**config.mk**
```make
export PLATFORM = sky130hd
export DESIGN_NAME = imm_encode
export DESIGN_NICKNAME = d
export VERILOG_FILES = /design/src/rtl/imm_encode_pkg.sv /design/src/rtl/imm_rot_check.sv /design/src/rtl/imm_encode.sv
export SDC_FILE = /design/constraint.sdc
export NUM_CORES = 1
export LEC_CHECK = 0
export ABC_AREA = 1
export CORE_ASPECT_RATIO = 0.9
export CORE_MARGIN = 2
export CORE_UTILIZATION = 52
export CTS_CLUSTER_DIAMETER = 30
export CTS_CLUSTER_SIZE = 14
export DETAILED_ROUTE_END_ITERATION = 10
export PLACE_DENSITY = 0.86
export SLEW_MARGIN = 5
export SYNTH_ARGS = -nofsm -noshare
export SYNTH_HDL_FRONTEND = slang
export SYNTH_SLANG_ARGS = --single-unit
export TNS_END_PERCENT = 20
```
**constraint.sdc**
```tcl
create_clock -name clk -period 3 [get_ports clk]
set_clock_uncertainty 0.15 [all_clocks]
set_input_delay 0.3 -clock clk [delete_from_list [all_inputs] [get_ports clk]]
set_output_delay 0.3 -clock clk [all_outputs]
set_load 0.01 [all_outputs]
```
**src/rtl/imm_encode_pkg.sv**
```systemverilog
// Shared definitions for the immediate encoder.
// Holds the ImmSrc mode codes, which match the codes the immediate extender uses,
// the encoder FSM state type, and the last rotation value the search tries.
package imm_encode_pkg;

  typedef enum logic [1:0] {
    IMM8     = 2'b00,
    IMM12    = 2'b01,
    BRANCH24 = 2'b10,
    ROTIMM   = 2'b11
  } imm_src_e;

  typedef enum logic [1:0] {
    IDLE,
    SEARCH,
    DONE
  } state_e;

  localparam logic [3:0] ROT_MAX = 4'd15;

endpackage

```
**src/rtl/imm_rot_check.sv**
```systemverilog
// Combinational test of one rotation candidate for the rotated-imm8 mode.
// Ports:
//   Value  in  32  constant being encoded
//   rot    in   4  candidate rotation; the shift amount is 2*rot
//   match  out  1  (Value ROL 2*rot) fits in 8 bits
//   imm8   out  8  low byte of the rotated value
module imm_rot_check (
  input  logic [31:0] Value,
  input  logic [3:0]  rot,
  output logic        match,
  output logic [7:0]  imm8
);

  logic [5:0]  sh;
  logic [31:0] rotated;

  always_comb begin
    sh = {1'b0, rot, 1'b0};
    // A right shift by 32 yields zero, so rot=0 leaves Value unchanged.
    rotated = (Value << sh) | (Value >> (6'd32 - sh));
    match   = (rotated[31:8] == 24'h000000);
    imm8    = rotated[7:0];
  end

endmodule

```
**src/rtl/imm_encode.sv**
```systemverilog
// Encodes a 32-bit constant into a 24-bit instruction immediate field.
// Modes 00/01/10 are decided in the acceptance cycle; mode 11 searches rotations
// 0..15, one per cycle, and the lowest matching rotation wins.
// Ports:
//   clk     in   1  clock, rising edge
//   reset   in   1  synchronous, active-high
//   start   in   1  request pulse, honoured only in IDLE
//   ImmSrc  in   2  encoding mode
//   Value   in  32  constant to encode, captured with start
//   busy    out  1  high while searching rotations
//   done    out  1  one-cycle completion pulse
//   ok      out  1  result encodable; held until the next completion
//   Field   out 24  encoded immediate bits; zero whenever ok=0
module imm_encode
  import imm_encode_pkg::*;
(
  input  logic        clk,
  input  logic        reset,
  input  logic        start,
  input  logic [1:0]  ImmSrc,
  input  logic [31:0] Value,
  output logic        busy,
  output logic        done,
  output logic        ok,
  output logic [23:0] Field
);

  state_e      state_q, state_d;
  logic [3:0]  rot_q, rot_d;
  logic [31:0] value_q, value_d;
  logic        ok_q, ok_d;
  logic [23:0] field_q, field_d;

  logic        rot_match;
  logic [7:0]  rot_imm8;
  logic        fits;

  imm_rot_check u_rot_check (
    .Value (value_q),
    .rot   (rot_q),
    .match (rot_match),
    .imm8  (rot_imm8)
  );

  always_comb begin
    state_d = state_q;
    rot_d   = rot_q;
    value_d = value_q;
    ok_d    = ok_q;
    field_d = field_q;
    fits    = 1'b0;

    unique case (state_q)
      IDLE: begin
        if (start) begin
          value_d = Value;
          rot_d   = 4'd0;
          unique case (imm_src_e'(ImmSrc))
            IMM8: begin
              fits    = (Value[31:8] == 24'h000000);
              state_d = DONE;
              ok_d    = fits;
              field_d = fits ? {16'h0000, Value[7:0]} : 24'h000000;
            end
            IMM12: begin
              fits    = (Value[31:12] == 20'h00000);
              state_d = DONE;
              ok_d    = fits;
              field_d = fits ? {12'h000, Value[11:0]} : 24'h000000;
            end
            BRANCH24: begin
              // Word aligned and bits 31:25 are a sign extension of bit 25.
              fits    = (Value[1:0] == 2'b00) &&
                        ((Value[31:25] == 7'h00) || (Value[31:25] == 7'h7f));
              state_d = DONE;
              ok_d    = fits;
              field_d = fits ? Value[25:2] : 24'h000000;
            end
            ROTIMM: begin
              state_d = SEARCH;
            end
          endcase
        end
      end
      SEARCH: begin
        if (rot_match) begin
          state_d = DONE;
          ok_d    = 1'b1;
          field_d = {12'h000, rot_q, rot_imm8};
        end else if (rot_q == ROT_MAX) begin
          state_d = DONE;
          ok_d    = 1'b0;
          field_d = 24'h000000;
        end else begin
          rot_d = rot_q + 4'd1;
        end
      end
      DONE: begin
        state_d = IDLE;
      end
      default: begin
        state_d = IDLE;
      end
    endcase
  end

  always_ff @(posedge clk) begin
    if (reset) begin
      state_q <= IDLE;
      rot_q   <= 4'd0;
      value_q <= 32'h0000_0000;
      ok_q    <= 1'b0;
      field_q <= 24'h000000;
    end else begin
      state_q <= state_d;
      rot_q   <= rot_d;
      value_q <= value_d;
      ok_q    <= ok_d;
      field_q <= field_d;
    end
  end

  assign busy  = (state_q == SEARCH);
  assign done  = (state_q == DONE);
  assign ok    = ok_q;
  assign Field = field_q;

endmodule

```
== Yosys cells after proc, flatten, opt, wreduce, memory -nomap -nowiden ==
Cells that the tools add are included.
Operators by class
  bitwise gates (word level): 1
  muxes and demuxes: 22
  shifts and indexed selects: 2
  equality and inequality tests: 12
  reduce and logical (&&, ||, !) cells: 15
  add/subtract/negate cells: 2
Operators by type and width (count)
  24-bit 2-to-1 mux: 4
  24-bit one-hot mux with 3 select lines: 1
  24-bit zero test: 2
  24-bit one-hot mux with 2 select lines: 1
  32-bit OR: 1
  32-bit by 5-bit << shifter with 32-bit output: 1
  32-bit by 6-bit right shift with 32-bit output: 1
  20-bit zero test: 1
  12-bit 2-to-1 mux: 1
  4-bit 2-to-1 mux: 3
  8-bit 2-to-1 mux: 1
  2-bit one-hot mux with 2 select lines: 2
  4-bit one-hot mux with 2 select lines: 1
  4-bit AND reduction: 2
  7-bit == test (second input constant): 1
  7-bit zero test: 1
  2-bit == test (second input constant): 3
  2-bit zero test: 3
  2-bit 2-to-1 mux: 3
  2-bit != test (second input constant): 3
  6-bit by 5-bit subtractor with 6-bit output (first input constant): 1
  4-bit by 1-bit adder with 4-bit output (second input constant): 1
  2-bit by 1-bit == test with 1-bit output (second input constant): 2
  4-bit == test (second input constant): 1
  10 further kinds: 13
Storage, ports and cells
  word-level logic and storage cells: 59
  flip-flop bits (word level): 63

== Logic depth before layout (Yosys ltp) ==
Gate-level depths: netlist (run 1).
  word-level depth: 7
  mapped depth: 21
  mapped depth without buffers: 17

== Hierarchy ==
Synthesis (run 1) repeated with hierarchy kept, for this count alone.
Unflattened totals
  cell total of the unflattened synthesis: 873
  area, all modules: 5118.7 sq um
By module, submodules not included
  imm_encode: cells an instance 441, times used 1, area an instance 3039.2 sq um, sequential area each 1261.2 sq um
  imm_rot_check: cells an instance 432, times used 1, area an instance 2079.5 sq um, sequential area each 0.0 sq um

== Worst setup path after synthesis (run 1) ==
No wires, ideal clock.
  path type: flip-flop to flip-flop
  start: register rot_q[1]
  end: register field_q[0], in the netlist Field[0]
  cell stages (with the launch flop): 21
  slack: 0.157 ns
  library setup time: 0.113 ns
  arrival time: 2.580 ns
  cell sequence: dfxtp_1 buf_2 inv_1 buf_2 ha_1 inv_1 clkbuf_1 nand3_1 nand2_1 nand2_1 nand2_1 nand2_1 nor2_1 nand3_1 nand2_1 nand3_2 o21bai_4 nand2_2 buf_2 nor2_1 nor2_1
Between the ends
  longest elaborated chain between the ends: 6
Ends and longest elaborated chain
  start, declared: RTL line imm_encode.sv:29  | logic [3:0] rot_q, rot_d;
  start signal, assigned: RTL line imm_encode.sv:116  | rot_q <= rot_d;
  6-bit by 5-bit subtractor with 6-bit output: RTL line imm_rot_check.sv:20  | rotated = (Value << sh) | (Value >> (6'd32 - sh));
  32-bit by 6-bit right shift with 32-bit output: RTL line imm_rot_check.sv:20
  32-bit OR: RTL line imm_rot_check.sv:20
  24-bit zero test: RTL line imm_rot_check.sv:21  | match = (rotated[31:8] == 24'h000000);
  3-bit by 1-bit != test with 1-bit output (no line) / 24-bit 2-to-1 mux (equally long branches)
  4-bit AND reduction (no line) / 24-bit one-hot mux with 2 select lines (equally long branches)
  end signal, assigned: RTL line imm_encode.sv:119  | field_q <= field_d;
  end, declared: RTL line imm_encode.sv:32  | logic [23:0] field_q, field_d;
Several ways; a longest one is shown, not always the timed one.
A chain may end at the register's enable or synchronous reset.

== Final worst setup path (run 1) ==
  start: register rot_q[0]
  end: register field_q[14], in the netlist Field[14]
Same word-level chain as after synthesis.

==> results.ini, run 1 <==
[logic_synthesis]
ys_seq_area_share_pct=24.31
synth_top_area_share_pct=24.31
synth_nets=975
synth_area_um2=5187
async_flop_share_pct=0
ys_ff_latch=63
synth-main-ff-cell=dfxtp_1
synth_cells=932
synth_top_area_cell=dfxtp_1
yosysMostFrequentCell=nand2_1
synth_area_leaders=dfxtp_1 24%, nand2_1 21%, nand3_1 13%
synthTopCellsByCount=285 x nand2_1, 136 x nand3_1, 128 x nor2_1
yosysWarnings=0
yosys.cell_types.count=34
synth.avg_cell_area_um2=5.566
synth_edf_count=0

[cells_and_area]
layout-drive-gt1-share_pct=5.708
fill_cells=995
multiInputGateArea_um2=3374
fin_area_um2=6081
diodes=0
final_nets=1019
area_growth_pct=17.22
final_util_pct=62.69
seq_area_um2=1261

[die]
design.die.area_um2=10790
io_pins=64
start_util_pct=53.48
die_h_um=98.76
coreArea_um2=9699
core.rowCount=34
chipWidth_um=109.3

[route]
dr.pass1.iters=6
antenna_left=0
vias=6377
drtIter0Drc=708
top_layer=met4
wl_met1_um=7539
wl_per_cell_um=15.40
drc_errors=0
wl_met2_um=7209
wl_um=17040
viasPerCell=5.761
routed-wl-met3_um=2000

[grt]
grt_pass1_vias=5539
antenna_found_initial=0
grt_usage_pct=32.51
grt_max_degree=54
grt_pass1_wl_um=27670
grt-ovfl-total=0

[power_and_ir_drop]
ir_worst_vdd_mv=0.2984
power.density_nw_per_um2=493.7
power.leakage_nw=2.950
total_power_mw=3.002

[worst_hold_path]
hp-class=reg2reg

[clock_network]
cts-root-buf=clkbuf_8
clock_latency_ps=350
cts_tree=done
post_cts_resize_count=0
cts_hold_buf=0
cts_buffer_depth=2
cts_buffers=9
cts.clk_slew.worst_paths_ps=80
cts.sinks=63
post_cts_buffers=0
htreeDepth=3

[timing]
tns_ps=0
timing.fmax_mhz=361.2
whs_ps=347.2
tightestPinTransition_ps=592.9
hold_viol=0
slew_viol_final=0
post-route-period-util_pct=92.29
setup_viol=0
rsz0062_at_grt=false
min_period_ps=2769
slew-limit-headroom_pct=60.23

[critical_path]
crit_type=reg2reg
worstSetupEndpointType=flop
timing.critical_path.mode_cell=nand2_1
path_delay_family=simple AND/OR/NAND/NOR gates
worstPathRequired_ps=3090
crit_chain=buf_4, nand2_1, nand3_1, nand2_1, nand2_1, nand2_1, nand2_1, nor2_1, a21oi_1, inv_1, nand2_1, o21bai_4, nand2_2, buf_12, nand2_1, nand2_1, nor2_1
crit_path_max_incr_delay_ps=400
crit_path_start_kind=flop
slowest_stage=buf_4
arrival_ps=2860
path_max_fanout=40
critPathBufInv=3

[status]
status=finished, final reports clean

[flow_run]
drv_cap=0

[place]
hpwl_um=12850
gp_congestion=1.033
port_buffers=63
placed_area_um2=5907

[area by class of cell]
class | count | area share [%]
Timing Repair Buffer | 85 | 13.70
Clock buffer | 9 | 2.037
Multi-Input combinational cell | 743 | 55.49
Tap cell | 126 | 2.593
Sequential cell | 63 | 20.74
Clock inverter | 7 | 0.8230
Inverter | 74 | 4.609
[state kept, by name (all words and copies together) (netlist names)]
register  cells
ok            1
rot_q         4
state_q       2
value_q      32
Field        24
[layout by cell type (no fill, tap or decap), drive strengths merged, types with 2 or more instances in the layout]
cell type and instances:
o31ai 5, dfxtp 63, nand2 295, clkbuf 9
nand4 18, o211ai 9, buf 22, o21ai 56
nor3 11, inv 72, a21oi 63, clkinv 6
nor4 2, and2 3, ha 6, nor2 129
nand3 137, clkdlybuf4s50 63, clkinvlp 3
[stage by stage]
stage                     cells  worst slack (ps)
after CTS                  1107             278.1
final                      1107             231.4
after global routing       1107             19.90
after global placement     1091             328.3
after detailed placement   1091             297.4
after floorplan             932             157.2
[per-layer routing]
metal / vias up / GRT usage, %
li1: 3141 / -
met1: 2826 / 47.28
met2: 380 / 48.06
met3: 30 / 8.201
met4: 0 / 7.984
met5: - / 0
[power breakdown]
part	switching, mW	internal [mW]	total [mW]
clock	0.358	0.299	0.656
combinational	0.868	0.488	1.36
sequential	0.0715	0.918	0.990
[worst min-delay path, cell delays in order, from the launching register on]
cell	delay, ps
dfxtp_1	340
a21oi_1	50
nor2_1	80
[path summary, 6_finish.rpt]
| check | start | depth (start not counted) | slack [ps] | end |
|---|---|---|---|---|
| worst max-delay path | rot_q[0] | 17 | 230 | Field[14] |
| worst min-delay path | Field[16] | 2 | 350 | Field[16] |
| worst min register to register | Field[16] | 2 | 350 | Field[16] |
| worst max register to register | rot_q[0] | 17 | 230 | Field[14] |
[logic make-up after synthesis]
family          share of synthesized area, %
compound gates                         14.47
xor+xnor                              0.3136
fa+ha+maj                              1.447
buf+inv                                10.69
flops                                  24.31
simple gates                           48.77
Power figures use the tool's default switching activity.
==> run 2: changes to the inputs <==
--- a/config.mk
+++ b/config.mk
@@ -12,7 +12,7 @@
 export CTS_CLUSTER_DIAMETER = 30
 export CTS_CLUSTER_SIZE = 14
 export DETAILED_ROUTE_END_ITERATION = 10
-export PLACE_DENSITY = 0.86
+export PLACE_DENSITY_LB_ADDON = 0.05
 export SLEW_MARGIN = 5
 export SYNTH_ARGS = -nofsm -noshare
 export SYNTH_HDL_FRONTEND = slang
==> constraint.sdc (replaced) <==
create_clock -name clk -period 2.4 [get_ports clk]
set_clock_uncertainty 0.15 [all_clocks]
set_input_delay 0.24 -clock clk [delete_from_list [all_inputs] [get_ports clk]]
set_output_delay 0.24 -clock clk [all_outputs]
set_load 0.01 [all_outputs]
==> run 2 against run 1 <==
The run now ends with setup timing left. Non-clock buffer count increased by 75. Core utilization increased by 7.7 points. Via count increased by 7.2%. Routed wire length increased by 12%. Critical path depth decreased by 1. Total power increased by 42%. Largest cell class unchanged. Largest power group unchanged.
==> results.ini, run 2 (synthesis results as in run 1) <==
[critical_path]
r2r_end=Field[7]
crit_start=rot_q[1]
crit_path_start_kind=flop
worstPathRequired_ps=2500  ; -590 ps
r2r_cells=16  ; -1
worstSetupEndpointType=flop
rr_startpoint=rot_q[1]
crit_type=reg2reg
r2r_slack_ps=-220  ; -450 ps
endpoint=Field[7]
path_max_fanout=32  ; -20%
arrival_ps=2720  ; -140 ps

[clock_network]
cts_tree=done
cts.sinks=63  ; unchanged
cts.clk_slew.worst_paths_ps=70  ; about the same
cts_buffers=9  ; unchanged
cts_buffer_depth=2  ; unchanged
clock_latency_ps=360  ; about the same
htreeDepth=3  ; unchanged
cts-root-buf=clkbuf_8
post_cts_buffers=0  ; unchanged
cts_hold_buf=0  ; unchanged

[power_and_ir_drop]
power.density_nw_per_um2=623.5  ; +26%
ir_worst_vdd_mv=0.5068  ; +70%
power.leakage_nw=3.363  ; +14%
total_power_mw=4.257  ; +42%

[route]
dr.pass1.iters=6  ; unchanged
antenna_left=0  ; unchanged
wl_per_cell_um=16.14  ; +4.8%
drc_errors=0  ; unchanged
wl_um=19070  ; +12%
drtIter0Drc=748  ; +5.6%
viasPerCell=5.787  ; +0.45%
vias=6834  ; +7.2%

[status]
violations=setup timing
status=finished with violations

[place]
dp.cells=1166  ; +6.9%
hpwl_um=14430  ; +12%
place_ws_ps=-281.6  ; -579.1 ps
port_buffers=63  ; unchanged
gp_congestion=1.063  ; +2.9%
placed_area_um2=6518  ; +10%

[grt]
antenna_found_initial=0  ; unchanged
grt-ovfl-total=0  ; unchanged
grt_pass1_vias=6199  ; +12%
grt_max_degree=54  ; unchanged
grt_pass1_wl_um=30280  ; +9.5%
grt_usage_pct=35.66  ; +3.2 points

[timing]
whs_ps=341.7  ; -5.486 ps
min_period_ps=2617  ; -151.6 ps
slew-limit-headroom_pct=39.94  ; -20 points
rsz0062_at_grt=true
slew_viol_final=0  ; unchanged
fin_ws_ps=-217.0  ; -448.4 ps
timing.fmax_mhz=382.1  ; +5.8%
hold_viol=0  ; unchanged
post-route-period-util_pct=109.0  ; +17 points
tightestPinTransition_ps=895.4  ; +302.5 ps
setup_viol=31  ; +31

[cells_and_area]
top_register=value_q
final_nets=1094  ; +7.4%
area_growth_pct=31.60
fill_cells=825  ; -17%
final_cells=1181  ; +6.7%
layout-drive-gt1-share_pct=15.36  ; +9.6 points
fin_area_um2=6827  ; +12%
final_common_cell=nand2_1
final_cell_mix=267 x nand2_1, 128 x nand3_1, 125 x nor2_1, 86 x buf_4, 67 x inv_1
largest_reg_flops=32  ; unchanged
diodes=0  ; unchanged

[die]
die_h_um=98.76  ; unchanged
io_pins=64  ; unchanged
chipWidth_um=109.3  ; unchanged
coreArea_um2=9699  ; unchanged
design.die.area_um2=10790  ; unchanged
core.rowCount=34  ; unchanged
start_util_pct=53.48  ; unchanged

[flow_run]
drv_cap=0  ; unchanged

[worst_hold_path]
hp-class=reg2reg

[run 2: changes by cell type in the layout (fill, tap and decap cells not counted), moves of 5 or more]
cell and change:
nand3_1 -8, nand2_1 -18, buf_4 +67, nand2_2 +18
buf_6 +5, nand3_2 +7
[run 2: worst min path at each step]
stage | startpoint | end | slack (ps) | cells past startpoint
after detailed placement | Field[13] | Field[13] | 320 | 2
after CTS | Value[17] | value_q[17] | 330 | 3
after floorplan | reset | state_q[0] | 160 | 1
after global routing | Value[17] | value_q[17] | 350 | 3
final | Field[13] | Field[13] | 340 | 2
after global placement | Field[23] | Field[23] | 320 | 2
[run 2: worst max-delay path, stage by stage (launching register included)]
cell      delay (ps)
dfxtp_2          330
inv_2             90
buf_8            240
nand3_1          170
nand2_1          160
nand2_1           60
nand2_1           60
nand2_1           60
nor2_2           140
nand3_1          160
nand2_2          140
nand3_4          120
o21bai_4         170
nand2_2          100
buf_12           170
nor2_1           130
nor2_1            60
[run 2: final cells by class]
class | count | area (µm²) | share of cell area [%]
clock inverters | 4 | 47.55 | 0.6965
multi-input cells | 743 | 3488 | 51.10
clock buffers | 11 | 131.4 | 1.924
inverters | 74 | 292.8 | 4.289
flip-flops and latches | 63 | 1266 | 18.55
repair buffers | 160 | 1443 | 21.13
well taps | 126 | 157.7 | 2.309
[run 2: through the flow]
step           utilization, %  setup TNS [ps]
2_1_floorplan               -           -2118
3_3_place_gp            67.20           -6401
3_5_place_dp            67.20           -6964
4_1_cts                 69.79           -3008
5_1_grt                 70.38           -8513
6_report                70.38           -5041
[run 2: timing repair]
action                     in CTS  in global routing
pin swaps                       1                  1
gates resized for setup        22                 18
setup endpoints to repair      31                 31
hold endpoints to repair        0                  0
[run 2: where the power goes]
part | switching, mW | internal [mW] | leakage [nW]
sequential | 0.0963 | 1.15 | 0.522
clock | 0.406 | 0.470 | 0.0892
combinational | 1.25 | 0.885 | 2.75
total | 1.75 | 2.50 | 3.36
[run 2: metal layers]
| metal | GRT usage (%) | wire length (µm) |
|---|---|---|
| met1 | 46.38 | 7917 |
| met2 | 59.63 | 9004 |
| met4 | 11.49 | 557 |
| met3 | 6.415 | 1585 |
| met5 | 0 | 0 |
==> run 3: changes to the inputs <==
==> constraint.sdc (replaced) <==
create_clock -name clk -period 2.25 [get_ports clk]
set_clock_uncertainty 0.15 [all_clocks]
set_input_delay 0.225 -clock clk [delete_from_list [all_inputs] [get_ports clk]]
set_output_delay 0.225 -clock clk [all_outputs]
set_load 0.01 [all_outputs]
==> run 3 against run 2 <==
The run still ends with setup timing left. Worst setup slack got worse by 170 ps. Critical path depth rose by 2. Die area unchanged. Hold slack worse by 5.9 ps. Total power up 6.8%. Largest power group unchanged. Highest routed layer unchanged.
==> results.ini, run 3 (synthesis results as in run 1) <==
[status]
status=finished with violations
violations=setup timing

[power_and_ir_drop]
power_switching_mw=1.893  ; +8.1%
power.leakage_nw=3.436  ; +2.2%
power.density_nw_per_um2=654.4  ; +5.0%
internal_power_mw=2.651  ; +5.9%
ir_worst_vdd_mv=0.5467  ; +7.9%
clock_power_share_pct=20.3  ; -0.3 points
p_comb_share_pct=50.6  ; +0.4 points
p_seq_share_pct=29.1  ; -0.2 points
switching_share_pct=41.66  ; +0.50 points

[place]
placed_area_um2=6608  ; +1.4%
gp_congestion=1.072  ; +0.91%
place_ws_ps=-385.1  ; -103.4 ps
hpwl_um=14550  ; +0.77%
port_buffers=63  ; unchanged

[cells_and_area]
top_register=value_q
final_common_cell=nand2_1
multiInputGateArea_um2=3512  ; +0.68%
final_nets=1103  ; +0.82%
fill_cells=797  ; -3.4%
area_growth_pct=33.86
layout-drive-gt1-share_pct=17.01  ; +1.7 points
seq_area_um2=1266  ; unchanged
fin_area_um2=6944  ; +1.7%
final_cell_mix=267 x nand2_1, 124 x nand3_1, 121 x nor2_1, 95 x buf_4, 66 x inv_1
largest_reg_flops=32  ; unchanged
diodes=0  ; unchanged

[flow_run]
drv_cap=0  ; unchanged

[critical_path]
crit_type=reg2reg
worstSetupEndpointType=flop
arrival_ps=2780  ; +60 ps
critPathBufInv=4  ; +1
timing.critical_path.mode_cell=nand2_1
path_delay_family=simple AND/OR/NAND/NOR gates
crit_path_max_incr_delay_ps=380  ; +50 ps
crit_path_start_kind=flop
slowest_stage=dfxtp_4
crit_chain=inv_8, ha_4, inv_8, buf_4, nand2_2, nand3b_1, nor2_1, nand2_1, nand2_2, nand3_1, nand2_1, nand3_2, o21bai_4, nand2_2, buf_12, nand2_1, nand2_1, nor2_1
path_max_fanout=28  ; -13%
worstPathRequired_ps=2390  ; -110 ps

[route]
dr.pass1.iters=8  ; +2
wl_per_cell_um=16.16  ; about the same
vias=6830  ; -0.059%
viasPerCell=5.739  ; -0.81%
drtIter0Drc=884  ; +18%
wl_um=19230  ; +0.84%
drc_errors=0  ; unchanged
antenna_left=0  ; unchanged

[die]
io_pins=64  ; unchanged
chipWidth_um=109.3  ; unchanged
coreArea_um2=9699  ; unchanged
design.die.area_um2=10790  ; unchanged
core.rowCount=34  ; unchanged
die_h_um=98.76  ; unchanged
start_util_pct=53.48  ; unchanged

[grt]
grt-ovfl-total=0  ; unchanged
grt_pass1_wl_um=30280  ; about the same
grt_max_degree=62  ; +15%
antenna_found_initial=0  ; unchanged
grt_pass1_vias=6187  ; -0.19%
grt_usage_pct=35.73  ; +0.069 points

[timing]
tightestPinTransition_ps=464.2  ; -431.2 ps
slew-limit-headroom_pct=68.73  ; +29 points
post-route-period-util_pct=117.2  ; +8.2 points
timing.fmax_mhz=379.2  ; -0.76%
fin_ws_ps=-387.0  ; -170.0 ps
slew_viol_final=0  ; unchanged
rsz0062_at_grt=true
setup_viol=31  ; unchanged
hold_viol=0  ; unchanged
min_period_ps=2637  ; +20.02 ps

[clock_network]
cts_buffers=9  ; unchanged
htreeDepth=3  ; unchanged
cts-root-buf=clkbuf_8
cts.clk_slew.worst_paths_ps=70  ; about the same
cts_buffer_depth=2  ; unchanged
cts.sinks=63  ; unchanged
cts_hold_buf=0  ; unchanged
cts_tree=done
clock_latency_ps=360  ; about the same

[worst_hold_path]
hp-class=in2reg

## run 3: cell types whose count changed in the layout (fill, tap and decap cells not counted), moves of 3 or more
cell and change:
buf_4 +9, nand3_2 +5, nand3_1 -4, nor2_1 -4, buf_12 +3, clkbuf_8 +3
nor2_2 +3
## run 3: worst paths after layout
kind	slack, ps	depth (start not counted)	startpoint	to
worst max-delay path	-390	18	rot_q[0]	Field[12]
worst max register to register	-390	18	rot_q[0]	Field[12]
worst min register to register	350	2	Field[21]	Field[21]
worst min-delay path	340	3	Value[27]	value_q[27]
## run 3: area by class of cell
| cell class | count | share of cell area [%] |
|---|---|---|
| Multi-Input combinational cell | 743 | 50.58 |
| Timing Repair Buffer | 169 | 22.07 |
| Sequential cell | 63 | 18.23 |
| Inverter | 74 | 4.216 |
| Clock buffer | 12 | 2.378 |
| Tap cell | 126 | 2.270 |
| Clock inverter | 3 | 0.2523 |
## run 3: stage by stage
| step | std cells | hold WS (ps) | utilization [%] | setup TNS, ps | total power [mW] |
|---|---|---|---|---|---|
| finish | 1190 | 335.8 | 71.59 | -9346 | 4.545 |
| global route | 1190 | 346.3 | 71.59 | -13720 | 4.827 |
| CTS | 1188 | 313.2 | 70.36 | -8287 | 4.437 |
| detailed placement | 1173 | 330.6 | 68.12 | -10410 | 3.487 |
| global placement | 1173 | 317.1 | 68.12 | -9119 | 3.467 |
| floorplan | 932 | 144.1 | - | -6742 | 2.639 |
## run 3: timing repair
action / in CTS / in global routing
setup buffers: 0 / 0
endpoints found under the setup margin: 31 / 31
pin swaps: 1 / 8
gates resized for setup: 12 / 34
cloned: 0 / 2
## run 3: worst min-delay path, delay by kind of cell
| kind | cells | cell delay (ps) |
|---|---|---|
| AO/OA/AOI/OAI | 1 | 60 |
| buffers and inverters | 2 | 510 |
## run 3: per-layer routing
| metal | up-vias | track usage (%) | part of all wire (%) |
|---|---|---|---|
| met5 | - | 0 | 0 |
| li1 | 3304 | - | - |
| met3 | 65 | 5.688 | 8.5 |
| met4 | 0 | 14.41 | 3.6 |
| met1 | 3075 | 46.85 | 42 |
| met2 | 386 | 58.43 | 46 |
## run 3: power groups by stage
stage	sequential, mW	combinational, mW	clock (mW)
after floorplan	1.33	1.31	0
after global placement	1.34	2.13	0
after detailed placement	1.34	2.15	0
after CTS	1.32	2.19	0.930
after global routing	1.33	2.51	0.984
final	1.32	2.30	0.922
